===== config.mk =====
export PLATFORM = sky130hd
export DESIGN_NAME = mem_port_arbiter_flat
export DESIGN_NICKNAME = d
export VERILOG_FILES = /design/src/rtl/mem_port_arbiter_if.sv /design/src/rtl/mem_port_arbiter.sv /design/src/flat_wrapper.sv
export SDC_FILE = /design/constraint.sdc
export NUM_CORES = 1
export LEC_CHECK = 0
export CORE_MARGIN = 2
export CORE_UTILIZATION = 55
export CTS_BUF_LIST = sky130_fd_sc_hd__clkbuf_8
export CTS_CLUSTER_SIZE = 12
export DETAILED_ROUTE_END_ITERATION = 7
export DONT_BUFFER_PORTS = 1
export HOLD_SLACK_MARGIN = 0.12
export PLACE_DENSITY = 0.7
export SKIP_CTS_REPAIR_TIMING = 1
export SYNTH_ARGS = -nofsm -noshare
export SYNTH_HDL_FRONTEND = slang
export SYNTH_SLANG_ARGS = --single-unit

===== constraint.sdc =====
create_clock -name clk -period 4.6 [get_ports clk]
set_input_delay 0.46 -clock clk [delete_from_list [all_inputs] [get_ports clk]]
set_output_delay 0.46 -clock clk [all_outputs]
set_load 0.02 [all_outputs]

===== src/rtl/mem_port_arbiter_if.sv =====
// Bundle shared by the pipeline ports, the memory-port arbiter and the unified memory.
// The slave modport is the arbiter's view; master is the pipeline-plus-memory side.
interface mem_port_arbiter_if;
    localparam int unsigned AW  = 32;
    localparam int unsigned DW  = 32;
    localparam int unsigned MAW = 30;

    logic           if_req;
    logic [AW-1:0]  if_addr;
    logic           if_valid;
    logic [DW-1:0]  if_rdata;
    logic           if_stall;
    logic           if_err;

    logic           d_req;
    logic           d_we;
    logic [AW-1:0]  d_addr;
    logic [DW-1:0]  d_wdata;
    logic           d_valid;
    logic [DW-1:0]  d_rdata;
    logic           d_err;

    logic           mem_en;
    logic           mem_we;
    logic [MAW-1:0] mem_addr;
    logic [DW-1:0]  mem_wdata;
    logic [DW-1:0]  mem_rdata;

    modport slave (
        input  if_req, if_addr, d_req, d_we, d_addr, d_wdata, mem_rdata,
        output if_valid, if_rdata, if_stall, if_err,
        output d_valid, d_rdata, d_err,
        output mem_en, mem_we, mem_addr, mem_wdata
    );

    modport master (
        output if_req, if_addr, d_req, d_we, d_addr, d_wdata, mem_rdata,
        input  if_valid, if_rdata, if_stall, if_err,
        input  d_valid, d_rdata, d_err,
        input  mem_en, mem_we, mem_addr, mem_wdata
    );
endinterface


===== src/rtl/mem_port_arbiter.sv =====
// Shares one fixed-latency memory port between fetch and data stages: arbitrates,
// bounds/alignment-checks, issues one word access at a time and returns registered results.
module mem_port_arbiter #(
    parameter int unsigned LAT        = 1,
    parameter logic [31:0] MEM_LO     = 32'h0000_0000,
    parameter logic [31:0] MEM_HI     = 32'h0000_FFFC,
    parameter int unsigned MAX_STREAK = 4
) (
    input logic               clk,
    input logic               reset,
    mem_port_arbiter_if.slave bus
);
    localparam int unsigned CW         = 4;
    localparam logic [CW-1:0] LAT_C    = CW'(LAT);
    localparam logic [CW-1:0] STREAK_C = CW'(MAX_STREAK);
    localparam logic [31:0]   SPAN     = MEM_HI - MEM_LO;

    typedef enum logic [2:0] {IDLE, ISSUE, WAIT, RESP, ERR} state_t;

    state_t        state;
    logic [CW-1:0] streak;
    logic [CW-1:0] lat_cnt;
    logic          owner_d;
    logic          we_q;

    logic          grant_d_c;
    logic          grant_f_c;
    logic [31:0]   sel_addr_c;
    logic [31:0]   offset_c;
    logic          bad_c;

    // Data wins a tie unless fetch has already waited through MAX_STREAK data grants.
    // Offset compare covers both bounds in one unsigned test (below MEM_LO wraps high).
    always_comb begin
        grant_d_c  = bus.d_req & (~bus.if_req | (streak != STREAK_C));
        grant_f_c  = bus.if_req & ~grant_d_c;
        sel_addr_c = grant_d_c ? bus.d_addr : bus.if_addr;
        offset_c   = sel_addr_c - MEM_LO;
        bad_c      = (offset_c > SPAN) | (sel_addr_c[1:0] != 2'b00);
    end

    assign bus.if_stall = bus.if_req & ~bus.if_valid;

    always_ff @(posedge clk) begin
        if (reset) begin
            state         <= IDLE;
            streak        <= '0;
            lat_cnt       <= '0;
            owner_d       <= 1'b0;
            we_q          <= 1'b0;
            bus.if_valid  <= 1'b0;
            bus.if_rdata  <= '0;
            bus.if_err    <= 1'b0;
            bus.d_valid   <= 1'b0;
            bus.d_rdata   <= '0;
            bus.d_err     <= 1'b0;
            bus.mem_en    <= 1'b0;
            bus.mem_we    <= 1'b0;
            bus.mem_addr  <= '0;
            bus.mem_wdata <= '0;
        end else begin
            bus.mem_en   <= 1'b0;
            bus.mem_we   <= 1'b0;
            bus.if_valid <= 1'b0;
            bus.if_err   <= 1'b0;
            bus.d_valid  <= 1'b0;
            bus.d_err    <= 1'b0;

            unique case (state)
                // RESP and ERR pulse their outputs on entry, so here they arbitrate like IDLE.
                IDLE, RESP, ERR: begin
                    if (!bus.if_req || grant_f_c) begin
                        streak <= '0;
                    end else if (grant_d_c && (streak != STREAK_C)) begin
                        streak <= streak + CW'(1);
                    end

                    if (grant_d_c || grant_f_c) begin
                        owner_d <= grant_d_c;
                        we_q    <= grant_d_c & bus.d_we;
                        if (bad_c) begin
                            state <= ERR;
                            if (grant_d_c) begin
                                bus.d_valid <= 1'b1;
                                bus.d_err   <= 1'b1;
                                bus.d_rdata <= '0;
                            end else begin
                                bus.if_valid <= 1'b1;
                                bus.if_err   <= 1'b1;
                                bus.if_rdata <= '0;
                            end
                        end else begin
                            state         <= ISSUE;
                            bus.mem_en    <= 1'b1;
                            bus.mem_we    <= grant_d_c & bus.d_we;
                            bus.mem_addr  <= sel_addr_c[31:2];
                            bus.mem_wdata <= grant_d_c ? bus.d_wdata : 32'h0;
                        end
                    end else begin
                        state <= IDLE;
                    end
                end

                ISSUE: begin
                    lat_cnt <= LAT_C;
                    state   <= WAIT;
                end

                WAIT: begin
                    if (lat_cnt == CW'(1)) begin
                        lat_cnt <= '0;
                        state   <= RESP;
                        if (owner_d) begin
                            bus.d_valid <= 1'b1;
                            bus.d_rdata <= we_q ? 32'h0 : bus.mem_rdata;
                        end else begin
                            bus.if_valid <= 1'b1;
                            bus.if_rdata <= bus.mem_rdata;
                        end
                    end else begin
                        lat_cnt <= lat_cnt - CW'(1);
                    end
                end

                default: state <= IDLE;
            endcase
        end
    end
endmodule


===== src/flat_wrapper.sv =====
// flat-port wrapper written by rule: the top's interface ports become plain ports
module mem_port_arbiter_flat 
#(
    parameter int unsigned LAT        = 1,
    parameter logic [31:0] MEM_LO     = 32'h0000_0000,
    parameter logic [31:0] MEM_HI     = 32'h0000_FFFC,
    parameter int unsigned MAX_STREAK = 4
)
  (clk, reset, bus_if_req, bus_if_addr, bus_d_req, bus_d_we, bus_d_addr, bus_d_wdata, bus_mem_rdata, bus_if_valid, bus_if_rdata, bus_if_stall, bus_if_err, bus_d_valid, bus_d_rdata, bus_d_err, bus_mem_en, bus_mem_we, bus_mem_addr, bus_mem_wdata);
  mem_port_arbiter_if bus_i ();
  input logic clk;
  input logic reset;
  input wire logic [$bits(bus_i.if_req)-1:0] bus_if_req;
  input wire logic [$bits(bus_i.if_addr)-1:0] bus_if_addr;
  input wire logic [$bits(bus_i.d_req)-1:0] bus_d_req;
  input wire logic [$bits(bus_i.d_we)-1:0] bus_d_we;
  input wire logic [$bits(bus_i.d_addr)-1:0] bus_d_addr;
  input wire logic [$bits(bus_i.d_wdata)-1:0] bus_d_wdata;
  input wire logic [$bits(bus_i.mem_rdata)-1:0] bus_mem_rdata;
  output wire logic [$bits(bus_i.if_valid)-1:0] bus_if_valid;
  output wire logic [$bits(bus_i.if_rdata)-1:0] bus_if_rdata;
  output wire logic [$bits(bus_i.if_stall)-1:0] bus_if_stall;
  output wire logic [$bits(bus_i.if_err)-1:0] bus_if_err;
  output wire logic [$bits(bus_i.d_valid)-1:0] bus_d_valid;
  output wire logic [$bits(bus_i.d_rdata)-1:0] bus_d_rdata;
  output wire logic [$bits(bus_i.d_err)-1:0] bus_d_err;
  output wire logic [$bits(bus_i.mem_en)-1:0] bus_mem_en;
  output wire logic [$bits(bus_i.mem_we)-1:0] bus_mem_we;
  output wire logic [$bits(bus_i.mem_addr)-1:0] bus_mem_addr;
  output wire logic [$bits(bus_i.mem_wdata)-1:0] bus_mem_wdata;
  assign bus_i.if_req = bus_if_req;
  assign bus_i.if_addr = bus_if_addr;
  assign bus_i.d_req = bus_d_req;
  assign bus_i.d_we = bus_d_we;
  assign bus_i.d_addr = bus_d_addr;
  assign bus_i.d_wdata = bus_d_wdata;
  assign bus_i.mem_rdata = bus_mem_rdata;
  assign bus_if_valid = bus_i.if_valid;
  assign bus_if_rdata = bus_i.if_rdata;
  assign bus_if_stall = bus_i.if_stall;
  assign bus_if_err = bus_i.if_err;
  assign bus_d_valid = bus_i.d_valid;
  assign bus_d_rdata = bus_i.d_rdata;
  assign bus_d_err = bus_i.d_err;
  assign bus_mem_en = bus_i.mem_en;
  assign bus_mem_we = bus_i.mem_we;
  assign bus_mem_addr = bus_i.mem_addr;
  assign bus_mem_wdata = bus_i.mem_wdata;
  mem_port_arbiter #(.LAT(LAT), .MEM_LO(MEM_LO), .MEM_HI(MEM_HI), .MAX_STREAK(MAX_STREAK)) u_core (.clk(clk), .reset(reset), .bus(bus_i));
endmodule

==> results_dict.tcl, run 1 <==
set metrics [dict create \
    post-place-ws_ns 1.396 \
    synth_edf_count 0 \
    yosysTopAreaCell "dfxtp_1" \
    vias 4707 \
    via_per_inst 6.422 \
    instances_no_fill 733 \
    die_area_um2 11010 \
    p_int_mw 1.781 \
    finalHoldViolations 0 \
    final-setup-viol-count 0 \
    overflow 0 \
    place.gp.congestion 0.9108 \
    rows 36 \
    p_seq_share_pct 54.1 \
    die_h_um 104.9 \
    synthTopCellsByCount "dfxtp_1 (145), a21oi_1 (76), o21ai_0 (71), nand4_1 (65), nand2_1 (44)" \
    grt_pass1_wl_um 22470 \
    tightest_slew_ns 1.245 \
    drc 0 \
    first_pass_iters 5 \
    max_slew_margin_pct 17.02 \
    fillers 897 \
    path_cells "inv_1, ha_1, nand4b_1, and2_1, nor3_4, o21ai_4, buf_4, nand4_1, a21oi_1" \
    final_nets 724 \
    cp.required_ns 4.96 \
    port_buffers 0 \
    ant_nets 0 \
    clkTransAtPathRegs_ns 0.08 \
    syn_area_um2 5602 \
    startpoint_type "register" \
    reg2reg_slack_ns 1.36 \
    endpoint_kind "register" \
    crit_slowest_cell "o21ai_4" \
    yosysMostFrequentCell "dfxtp_1" \
    swShare_pct 23.83 \
    p_leak_nw 2.008 \
    netSwitchingPower_mw 0.5573 \
    synth_seq_area_share_pct 51.82 \
    path_max_fanout 35 \
    min_period_over_period_pct 70.48 \
    critPathKind "reg -> reg" \
    hold_class "in -> reg" \
    cts_buffers 17 \
    track_usage_pct 25.41 \
    first_iter_violations 303 \
    peakVddDrop_uv 214.8 \
    drv_slew 0 \
    synthArstFlopShare_pct 0 \
    fin_skew_ns 0.009128 \
    slowest_delay_ns 0.74 \
    utilization_pct 61.24 \
    synthTopCellsByArea "dfxtp_1 (52%), nand4_1 (7.3%), a21oi_1 (6.8%)" \
    core_area_um2 9819 \
    cts_tree "built" \
    drive_above_1_share_pct 8.333 \
    dp_hpwl_um 9490 \
    diodes 0 \
    p_comb_share_pct 3.2 \
    power.density_nw_per_um2 388.8 \
    finalSetupTns_ns 0 \
    min_period_ns 3.242 \
    clockPowerShare_pct 42.8 \
    antenna_found_initial 0 \
    layout_setup_ws_ns 1.358 \
    synthDistinctLibCells 44 \
    synthesis.nets 756 \
    rsz0062_at_grt "false" \
    ys_warn_count 0 \
    grt_max_degree 97 \
    yosys_most_used_dff "dfxtp_1" \
    syn-instance-count 619 \
    status "finished clean" \
    start_util_pct 57.05 \
    fin_area_um2 6013 \
    wl_per_cell_um 19.94 \
    synth_top_area_share_pct 51.82 \
    htreeDepth 4 \
    clock-root-buffer "clkbuf_8" \
    dpl_cell_area_um2 5522 \
    clock-sinks 145 \
    dieWidth_um 104.9 \
    synthToLayoutAreaGrowth_pct 7.349 \
    io_pins 266 \
    fmax_mhz 308.5 \
    grt_pass1_vias 4384 \
    cp.arrival_ns 3.60 \
    totalWireLength_um 14610 \
    postSynthAreaPerCell_um2 9.049 \
    post-place-cells 694 \
    clk_path_buf_depth 2 \
    clk_latency_ns 0.44 \
    cap_violations 0 \
    ys_ff_latch 145 \
]
[worst paths after layout]
| kind | from | to | cells after the start |
|---|---|---|---|
| max | u_core.streak[0] | u_core.bus.d_rdata[19] | 9 |
| min | bus_d_wdata[24] | u_core.bus.mem_wdata[24] | 1 |
| max reg2reg | u_core.streak[0] | u_core.bus.d_rdata[19] | 9 |
| min reg2reg | u_core.we_q | u_core.we_q | 2 |
[through the flow]
stage	hold slack, ns	power [mW]
detailed placement	0.4853	1.349
global placement	0.4661	1.347
floorplan	0.4500	1.354
finish	0.1449	2.338
global route	0.1198	2.423
CTS	0.06782	2.338
[power by group through the flow]
stage / clock, mW / combinational, mW / sequential (mW)
2_1_floorplan: 0 / 0.0625 / 1.29
3_3_place_gp: 0 / 0.0534 / 1.29
3_5_place_dp: 0 / 0.0554 / 1.29
4_1_cts: 1.02 / 0.0555 / 1.26
5_1_grt: 1.08 / 0.0824 / 1.26
6_report: 1.00 / 0.0747 / 1.26
[cells in the final DEF (no fill, tap or decap), types with 3 or more instances in the layout]
master | netlist | routed
dfxtp_1 | 145 | 145
a21oi_1 | 76 | 76
o21ai_0 | 71 | 71
nand4_1 | 65 | 65
nand2_1 | 44 | 44
a22o_1 | 32 | 32
nor2_1 | 31 | 28
and2_1 | 19 | 19
clkbuf_8 | 0 | 18
a311oi_1 | 14 | 14
nor4_1 | 9 | 9
clkinv_4 | 0 | 6
dlygate4sd3_1 | 0 | 6
nand3_1 | 5 | 5
buf_4 | 8 | 5
inv_1 | 4 | 4
nor3_1 | 4 | 4
ha_1 | 4 | 4
nor2b_1 | 3 | 3
nor2_2 | 0 | 3
a22oi_1 | 3 | 3
clkinv_2 | 0 | 3
[sequential cells by signal, summed over array words and instances, names as in the netlist]
name	count
u_core.bus.if_rdata	32
u_core.bus.mem_we	1
u_core.we_q	1
u_core.bus.mem_wdata	32
u_core.bus.d_rdata	32
u_core.bus.if_valid	1
u_core.bus.d_valid	1
u_core.streak	4
u_core.bus.mem_addr	30
u_core.lat_cnt	4
u_core.owner_d	1
u_core.bus.mem_en	1
u_core.bus.if_err	1
u_core.state	3
u_core.bus.d_err	1
[cells by family after synthesis]
| logic type | share of synthesized area, % |
|---|---|
| AO/OA/AOI/OAI | 21.93 |
| AND/OR/NAND/NOR | 18.81 |
| buffers and inverters | 5.785 |
| flip-flops | 51.82 |
| adder cells (fa/ha/maj) | 0.8935 |
| multiplexers | 0.6030 |
| XOR/XNOR | 0.1564 |
[cell type report]
class                           count  area [um^2]  area share, %
Sequential cell                   145         2903          48.27
Tap cell                          133        166.4          2.767
Clock inverter                     14        156.4          2.601
Clock buffer                       18        247.7          4.120
Multi-Input combinational cell    407         2400          39.91
Timing Repair Buffer               12        125.1          2.081
Inverter                            4        15.01         0.2497
[worst max-delay path: cells and delay by family (launching register included)]
kind / cells / cell delay, ns
AOI/OAI and AO/OA: 2 / 0.96
buffers and inverters: 2 / 0.52
DFF: 1 / 0.41
adders and majority gates: 1 / 0.19
and+or+nand+nor: 4 / 1.07
[routing by layer]
metal | vias to the layer above | GRT usage, % | share of wire (%)
met5 | - | 0 | 0
met4 | 0 | 9.429 | 1.8
met3 | 24 | 10.67 | 10
met2 | 244 | 40.21 | 48
met1 | 2229 | 30.88 | 39
li1 | 2210 | - | -
Note: power is estimated with default switching activity, not from simulation.
==> run 2: changes to the inputs <==
Clock period 4.6 ns to 3 ns, I/O delays scaled along.
==> run 2 against run 1 <==
Count of clock-buffer cells in the layout is 1 lower. Clock power is 45% higher. Cell count is 13% higher. Largest cell class unchanged. Largest power group unchanged. Highest routed layer unchanged.
==> results_dict.tcl, run 2 (same netlist as run 1, synthesis figures left out) <==
set metrics [dict create \
    layout_commonest_cell "dfxtp_1" \
    final-setup-viol-count 0 \
    track_usage_pct 24.92 \
    clkTransAtPathRegs_ns 0.09 \
    cp.arrival_ns 3.33 \
    p_int_mw 2.648 \
    rr_worst_depth 8 \
    netSwitchingPower_mw 0.9638 \
    post-place-cells 703 \
    drv_slew 0 \
    start_util_pct 57.05 \
    clk_path_buf_depth 2 \
    dpl_cell_area_um2 5602 \
    port_buffers 0 \
    p_leak_nw 2.430 \
    fillers 734 \
    instances_no_fill 830 \
    die_h_um 104.9 \
    layout_common_cells "dfxtp_1 (145), dlygate4sd3_1 (94), a21oi_1 (76), o21ai_0 (71), nand4_1 (65)" \
    startpoint_type "register" \
    finalSetupTns_ns 0 \
    status "finished clean" \
    dp_hpwl_um 9469 \
    fin_area_um2 6948 \
    diodes 0 \
    grt_pass1_vias 4385 \
    die_area_um2 11010 \
    hold_class "in -> reg" \
    min_period_ns 2.941 \
    antenna_found_initial 0 \
    power.density_nw_per_um2 519.9 \
    path_max_fanout 30 \
    clockPowerShare_pct 40.1 \
    tightest_slew_ns 0.6341 \
    p_comb_share_pct 6.2 \
    vias 5194 \
    dieWidth_um 104.9 \
    finalHoldViolations 0 \
    drc 0 \
    drive_above_1_share_pct 8.465 \
    first_pass_iters 5 \
    htreeDepth 4 \
    peakVddDrop_uv 348.2 \
    clock-root-buffer "clkbuf_8" \
    grt_max_degree 97 \
    overflow 0 \
    cp.required_ns 3.39 \
    endpoint_kind "register" \
    grt_pass1_wl_um 22060 \
    fin_skew_ns 0.01150 \
    core_area_um2 9819 \
    holdPathStages 2 \
    clock-sinks 145 \
    largest_registers "u_core.bus.d_rdata x32, u_core.bus.if_rdata x32, u_core.bus.mem_wdata x32" \
    wl_per_cell_um 19.68 \
    io_pins 266 \
    first_iter_violations 531 \
    max_slew_margin_pct 57.64 \
    cap_violations 0 \
    min_period_over_period_pct 98.03 \
    critPathKind "reg -> reg" \
    via_per_inst 6.258 \
    place.gp.congestion 0.9091 \
    final_nets 821 \
    swShare_pct 26.68 \
    clk_latency_ns 0.44 \
    cts_buffers 17 \
    ant_nets 0 \
    synthToLayoutAreaGrowth_pct 24.03 \
    p_seq_share_pct 53.6 \
    totalWireLength_um 16330 \
    cts_tree "built" \
    fmax_mhz 340.0 \
    rows 36 \
    whs_ns 0.1470 \
]
## run 2: cell types whose count changed in the layout (fill, tap and decap cells not counted)
| cell | before | now |
|---|---|---|
| clkinv_8 | 0 | 1 |
| buf_12 | 0 | 1 |
| clkbuf_8 | 18 | 17 |
| buf_4 | 5 | 13 |
| clkinvlp_4 | 0 | 1 |
| clkinv_4 | 6 | 3 |
| dlygate4sd3_1 | 6 | 94 |
| inv_8 | 1 | 4 |
| inv_6 | 2 | 5 |
| clkinv_2 | 3 | 1 |
| bufinv_16 | 2 | 0 |
## run 2: per-layer routing
| layer | track usage [%] | vias up | part of all wire [%] | routed length [um] |
|---|---|---|---|---|
| met5 | 0 | - | 0 | 0 |
| met2 | 38.78 | 282 | 48 | 7889 |
| met4 | 10.86 | 0 | 2.0 | 321 |
| met3 | 10.29 | 37 | 9.0 | 1469 |
| met1 | 30.29 | 2474 | 41 | 6652 |
| li1 | - | 2401 | - | - |
## run 2: cell type report
| cell class | instances | area [um^2] | share of cell area (%) |
|---|---|---|---|
| Clock buffer | 17 | 234.0 | 3.368 |
| Clock inverter | 15 | 143.9 | 2.071 |
| Timing Repair Buffer | 109 | 1086 | 15.63 |
| Multi-Input combinational cell | 407 | 2400 | 34.54 |
| Inverter | 4 | 15.01 | 0.2161 |
| Tap cell | 133 | 166.4 | 2.395 |
| Sequential cell | 145 | 2903 | 41.78 |
## run 2: critical path, stage by stage (launching register included)
cell,delay [ns]
dfxtp_1,0.67
nand2b_2,0.22
mux2_2,0.40
nor2_1,0.13
o21a_2,0.16
buf_4,0.30
nor2_1,0.12
a311oi_1,0.30
dlygate4sd3_1,0.59
## run 2: final timing paths
kind	startpoint	to	slack, ns
setup / recovery	u_core.state[1]	u_core.bus.mem_addr[3]	0.06
hold / removal	bus_d_req	u_core.state[2]	0.15
setup reg to reg	u_core.state[1]	u_core.bus.mem_addr[3]	0.06
hold reg to reg	u_core.streak[3]	u_core.streak[3]	0.50
## run 2: power groups by stage
stage | registers, mW | clock network (mW) | logic [mW]
floorplan | 1.98 | 0 | 0.0959
global placement | 1.98 | 0 | 0.0895
detailed placement | 1.98 | 0 | 0.0917
CTS | 1.94 | 1.47 | 0.0917
global route | 1.94 | 1.57 | 0.239
finish | 1.94 | 1.45 | 0.224
## run 2: stage by stage
stage	setup slack, ns	power (mW)	util, %
floorplan	1.020	2.077	-
CTS	0.6127	3.499	60.89
global placement	0.7408	2.072	57.05
finish	0.05919	3.612	70.76
global route	-0.1075	3.744	70.76
detailed placement	0.6349	2.075	57.05
